File: src/rtl/alu_pkg.sv
// alu_pkg: opcodes, flag bit indices and flag struct shared by alu_pipe and its core
package alu_pkg;
    typedef enum logic [2:0] {OP_ADD, OP_SUB, OP_NOT, OP_AND, OP_OR, OP_XOR, OP_SLT, OP_EQ} op_e;
    localparam int FLAG_Z = 0;
    localparam int FLAG_C = 1;
    localparam int FLAG_V = 2;
    localparam int FLAG_N = 3;
    typedef struct packed {
        logic n;
        logic v;
        logic c;
        logic z;
    } flags_t;
endpackage

File: src/rtl/alu_pipe_core.sv
// alu_pipe_core: combinational WIDTH-bit op evaluation with Z/C/V/N flags
module alu_pipe_core
    import alu_pkg::*;
#(
    parameter int WIDTH = 4
) (
    input  logic [WIDTH-1:0] i_a,
    input  logic [WIDTH-1:0] i_b,
    input  op_e              i_op,
    output logic [WIDTH-1:0] o_res,
    output flags_t           o_flags
);
    logic             w_sub;
    logic             w_arith;
    logic [WIDTH-1:0] w_b;
    logic [WIDTH:0]   w_sum;
    logic [3:0]       w_f;

    assign w_sub   = i_op == OP_SUB;
    assign w_arith = w_sub || i_op == OP_ADD;
    assign w_b     = w_sub ? ~i_b : i_b;
    assign w_sum   = {1'b0, i_a} + {1'b0, w_b} + {{WIDTH{1'b0}}, w_sub};

    always_comb begin
        o_res = '0;
        case (i_op)
            OP_ADD, OP_SUB: o_res = w_sum[WIDTH-1:0];
            OP_NOT:         o_res = ~i_a;
            OP_AND:         o_res = i_a & i_b;
            OP_OR:          o_res = i_a | i_b;
            OP_XOR:         o_res = i_a ^ i_b;
            OP_SLT:         o_res = {{(WIDTH-1){1'b0}}, $signed(i_a) < $signed(i_b)};
            default:        o_res = {{(WIDTH-1){1'b0}}, i_a == i_b};
        endcase
    end

    // overflow compares against the effective second operand, so SUB sees ~B
    always_comb begin
        w_f         = '0;
        w_f[FLAG_Z] = o_res == '0;
        w_f[FLAG_N] = o_res[WIDTH-1];
        w_f[FLAG_C] = w_arith && w_sum[WIDTH];
        w_f[FLAG_V] = w_arith && (i_a[WIDTH-1] == w_b[WIDTH-1]) && (w_sum[WIDTH-1] != i_a[WIDTH-1]);
    end

    assign o_flags = flags_t'(w_f);
endmodule

File: src/rtl/bcd7seg.sv
// bcd7seg: hex digit to active-low 7-segment pattern {g,f,e,d,c,b,a}
// Only built when ALU_SEG_EN is defined.
`ifdef ALU_SEG_EN
module bcd7seg (
    input  logic [3:0] i_hex,
    output logic [6:0] o_seg
);
    always_comb begin
        o_seg = 7'h7f;
        case (i_hex)
            4'h0: o_seg = 7'h40;
            4'h1: o_seg = 7'h79;
            4'h2: o_seg = 7'h24;
            4'h3: o_seg = 7'h30;
            4'h4: o_seg = 7'h19;
            4'h5: o_seg = 7'h12;
            4'h6: o_seg = 7'h02;
            4'h7: o_seg = 7'h78;
            4'h8: o_seg = 7'h00;
            4'h9: o_seg = 7'h10;
            4'ha: o_seg = 7'h08;
            4'hb: o_seg = 7'h03;
            4'hc: o_seg = 7'h46;
            4'hd: o_seg = 7'h21;
            4'he: o_seg = 7'h06;
            default: o_seg = 7'h0e;
        endcase
    end
endmodule
`endif

File: src/rtl/alu_pipe.sv
// alu_pipe: valid/ready pipelined ALU with a 2-entry registered skid buffer (O + S)
// Optional 7-segment output of out_res[3:0] when ALU_SEG_EN is defined.
module alu_pipe
    import alu_pkg::*;
#(
    parameter int WIDTH = 4
) (
    input  logic             clk,
    input  logic             rst_n,
    input  logic             in_valid,
    output logic             in_ready,
    input  logic [WIDTH-1:0] in_a,
    input  logic [WIDTH-1:0] in_b,
    input  logic [2:0]       in_op,
    output logic             out_valid,
    input  logic             out_ready,
    output logic [WIDTH-1:0] out_res,
    output logic [3:0]       out_flags
`ifdef ALU_SEG_EN
    , output logic [6:0]     seg
`endif
);
    logic [WIDTH-1:0] w_res;
    flags_t           w_flags;
    logic             w_acc;
    logic             w_drain;
    logic             w_load_o;
    logic             w_load_s;
    logic [WIDTH-1:0] w_o_res;
    flags_t           w_o_flags;

    logic             r_o_valid;
    logic [WIDTH-1:0] r_o_res;
    flags_t           r_o_flags;
    logic             r_s_valid;
    logic [WIDTH-1:0] r_s_res;
    flags_t           r_s_flags;

    alu_pipe_core #(.WIDTH(WIDTH)) u_core (
        .i_a     (in_a),
        .i_b     (in_b),
        .i_op    (op_e'(in_op)),
        .o_res   (w_res),
        .o_flags (w_flags)
    );

    // S full blocks new requests, so a drain never coincides with an accept
    assign w_acc     = in_valid && !r_s_valid;
    assign w_drain   = r_s_valid && out_ready;
    assign w_load_o  = w_drain || (w_acc && (!r_o_valid || out_ready));
    assign w_load_s  = w_acc && r_o_valid && !out_ready;
    assign w_o_res   = r_s_valid ? r_s_res : w_res;
    assign w_o_flags = r_s_valid ? r_s_flags : w_flags;

    always_ff @(posedge clk or negedge rst_n) begin
        if (!rst_n) begin
            r_o_valid <= 1'b0;
            r_o_res   <= '0;
            r_o_flags <= '0;
            r_s_valid <= 1'b0;
            r_s_res   <= '0;
            r_s_flags <= '0;
        end else begin
            r_o_valid <= w_load_o || (r_o_valid && !out_ready);
            if (w_load_o) begin
                r_o_res   <= w_o_res;
                r_o_flags <= w_o_flags;
            end
            if (w_drain) begin
                r_s_valid <= 1'b0;
            end else if (w_load_s) begin
                r_s_valid <= 1'b1;
                r_s_res   <= w_res;
                r_s_flags <= w_flags;
            end
        end
    end

    assign in_ready  = !r_s_valid;
    assign out_valid = r_o_valid;
    assign out_res   = r_o_res;
    assign out_flags = r_o_flags;

`ifdef ALU_SEG_EN
    logic [6:0] w_seg;
    logic [6:0] r_seg;

    bcd7seg u_seg (
        .i_hex (4'(w_o_res)),
        .o_seg (w_seg)
    );

    always_ff @(posedge clk or negedge rst_n) begin
        if (!rst_n) begin
            r_seg <= 7'h40;
        end else if (w_load_o) begin
            r_seg <= w_seg;
        end
    end

    assign seg = r_seg;
`endif
endmodule

File: config.mk
export PLATFORM = sky130hd
export DESIGN_NAME = alu_pipe
export DESIGN_NICKNAME = d
export VERILOG_FILES = /design/src/rtl/alu_pkg.sv /design/src/rtl/alu_pipe_core.sv /design/src/rtl/bcd7seg.sv /design/src/rtl/alu_pipe.sv
export SDC_FILE = /design/constraint.sdc
export NUM_CORES = 1
export LEC_CHECK = 0
export CORE_ASPECT_RATIO = 1.4
export CORE_MARGIN = 4
export CORE_UTILIZATION = 35
export CTS_CLUSTER_SIZE = 28
export DETAILED_ROUTE_END_ITERATION = 12
export PLACE_DENSITY = 0.71
export SYNTH_ARGS = -nofsm -noshare
export SYNTH_HDL_FRONTEND = slang
export SYNTH_SLANG_ARGS = --single-unit
export TNS_END_PERCENT = 20
File: constraint.sdc
create_clock -name clk -period 1.5 [get_ports clk]
set_clock_uncertainty 0.2 [all_clocks]
set_input_delay 0.45 -clock clk [delete_from_list [all_inputs] [get_ports clk]]
set_output_delay 0.45 -clock clk [all_outputs]
set_load 0.02 [all_outputs]
==> impl_results.md <==
* Hold-fix buffers, CTS at 0
* Initial antenna violation count at 0
* Hold Crit Class: reg -> reg
* Synth cell types at 47
* IO Port Bufs at 24
* RSZ-0062 raised after global routing: yes
* Failing checks: setup timing
* Setup violators final at 14
* Clock Path Buffers at 2
* # DRC at 0
* First-pass GRT wire length at 5510 um
* CP Capture Type: flip-flop
* Top FF cell, synth: dfrtp_1
* Drt total wl at 3520 um
* Clk slew on worst S/H paths at 0.06 ns
* Yosys warning total at 0
* Net count after synthesis at 188
* Layout cells sized above 1 at 41.1%
* Router iterations before antenna repair at 4
* Commonest non-fill, non-tap cells in the layout: 39 x buf_4, 22 x nand2_1, 16 x dfrtp_1
* Finished Core Util at 56.0%
* GRT met3 Usage at 1.89%
* Flops & latches, synth at 16
* Clk Latency, worst-skew pair at 0.25 ns
* Sw frac at 34.7%
* Fin. max-slew vios at 0
* Worst R2R Path Depth at 7
* Fin nets at 248
* Busiest grt layer: met2
* Synth async-reset ratio at 100%
* Clock sink count at 16
* Cells after DPL at 251
* ANT cells at 0
* Clock power frac at 19.3%
* Vias in the first global route at 1259
* Cell Int Power at 1.06 mW
* Power Density at 792 mW/mm^2
* Overflow after GRT at 0
* Cells after Synth at 156
* Antenna-violating nets left at 0
* Layout area overhead at 52.5%
* Met2 usage at 25.9%
* Final Non-Filler Cells at 256
* Crit path kind: in -> reg
* Vias per inst at 5.16
* Critical Path RT at 1.43 ns
* Flop2flop setup slack at -0.13 ns
* Rel. slew slack at 74.6%
* I/O Pins at 25
* Crit path time final at 2.48 ns
* R2r endpoint: out_flags[0]
* MaxCap Viol Count at 0
* Leak at 1.00 nW
* CTS tree: yes
* Final Hold Violating Endpoints at 0
* Register area share after synthesis at 29.7%
* Largest net degree at the start of global routing at 17
* Die ar. at 0.00493 mm^2
* Inserted Clock Buffers at 3
* Starting Density at 36.7%
* Status: complete, but fails checks
* Vias at 1322
* Wire length per cell at 13.8 um
* PnR Total Power at 1.63 mW
* Critical Path End: out_res[1]
* H-tree Lvls at 1
* Global placer's final weighted congestion at 0.808
* Fmax at 0.403 GHz
* Syn_area_per_cell at 8.65 um^2
* VDD IR max at 0.000678 V
* Commonest non-fill, non-tap cell in the layout: buf_4
* Initial drt markers at 32
* CP arrival at 2.42 ns
* Met1 Track Usage GR at 16.0%
* Row count at 26
* Post-DP HPWL at 2670 um
* Cell Area, Synth at 0.00135 mm^2
* Reg2Reg Launch Point: r_s_valid
* Post-route clock period utilization at 165%
* Startpoint types: input pin
* Logic pwr share at 46.1%
* Crit path max fanout at 4
* Overall Global Routing Usage at 14.6%
* Die Y at 81.5 um
* Post-synth EDFFs at 0
* Worst Slack Setup Final at -0.982 ns
* CP Launch Point: in_op[1]
* Worst-Margin Slew at 0.377 ns
* Switching power of the nets at 566 uW
* Die X at 60.5 um
* Reg power frac at 34.5%
* Core region area at 0.00368 mm^2
* Root buffer cell: clkbuf_8
[logic make-up after synthesis]
logic type,synth area share [%]
simple gates,22.6
compound gates,18.8
buf+inv,6.86
fa+ha+maj,16.3
flops,29.7
xor+xnor,2.60
mux,3.15
[sequential cells by signal, indices dropped and copies added, names as in the netlist]
register   count
out_valid      1
r_s_flags      3
out_res        4
r_s_valid      1
r_s_res        4
out_flags      3
[cell type report]
cell class	count	area (um^2)
Tap cell	42	52.6
Clock buffer	3	41.3
Multi-Input combinational cell	120	1040
Sequential cell	16	400
Inverter	12	45.0
Timing Repair Buffer	63	483
Fill cell	341	1620
[critical path: stages]
cell and delay, ns:
buf_6 0.09, or3b_4 0.47, xnor2_4 0.19, fa_2 0.46
nor2_1 0.10, nor2_1 0.06, a22oi_2 0.24, o21ai_1 0.09
mux2_4 0.27
[synthesized netlist by cell type (2+ instances only)]
cell | number | area share, %
xnor2_1 | 3 | 1.9
and3_1 | 2 | 0.93
inv_1 | 12 | 3.3
or3_2 | 2 | 1.1
nor2b_1 | 2 | 0.93
a22oi_1 | 2 | 1.1
o31ai_1 | 2 | 1.1
buf_4 | 2 | 1.1
o21ai_1 | 3 | 1.1
nand2_1 | 23 | 6.4
buf_2 | 2 | 0.74
ha_1 | 16 | 15
nor3_1 | 5 | 1.9
o21ai_0 | 10 | 3.7
o22ai_1 | 2 | 0.93
a21oi_1 | 6 | 2.2
nor2_1 | 7 | 1.9
mux2i_1 | 2 | 1.5
mux2_2 | 2 | 1.7
nand3_1 | 2 | 0.74
nand4_1 | 2 | 0.93
nand2b_1 | 4 | 1.9
dfrtp_1 | 16 | 30
clkbuf_1 | 3 | 0.83
a221o_1 | 2 | 1.5
[power groups by stage]
stage / clock, mW / sequential (mW) / combinational, mW
after floorplan: 0 / 0.623 / 0.334
after global placement: 0 / 0.565 / 0.708
after detailed placement: 0 / 0.571 / 0.721
after CTS: 0.325 / 0.563 / 0.713
after global routing: 0.346 / 0.574 / 0.814
final: 0.315 / 0.563 / 0.752
[what timing repair did]
action / in CTS / in global routing
setup endpoints to repair: 24 / 15
gates resized for setup: 71 / 9
setup buffers: 1 / 1
pin swaps: 16 / 13
[layer usage]
layer  share of wire [%]  up-vias
met1                  40      616
met5                   0        -
met2                  52       32
met3                 4.4       11
li1                    -      663
met4                 3.2        0
[worst min path at each step]
stage | from | endpoint | slack (ns) | cells after the start
final | r_s_flags[1] | r_s_flags[1] | 0.28 | 2
after global routing | r_s_flags[1] | r_s_flags[1] | 0.31 | 2
after CTS | r_s_flags[1] | r_s_flags[1] | 0.28 | 2
after detailed placement | r_s_flags[1] | r_s_flags[1] | 0.26 | 2
after global placement | r_s_res[0] | r_s_res[0] | 0.26 | 2
after floorplan | rst_n | out_flags[0] | -0.05 | 0
[stage by stage]
stage	hold slack, ns	area [um^2]	worst slack (ns)	setup TNS (ns)
3_5_place_dp	0.261	1940	-1.67	-22.18
5_1_grt	0.306	2060	-1.05	-12.55
2_1_floorplan	-0.0456	1420	-1.02	-12.02
4_1_cts	0.276	2000	-1.01	-11.64
6_report	0.275	2060	-0.982	-11.44
3_3_place_gp	0.257	1940	-1.63	-21.52
Note: power is estimated with default switching activity, not from simulation.
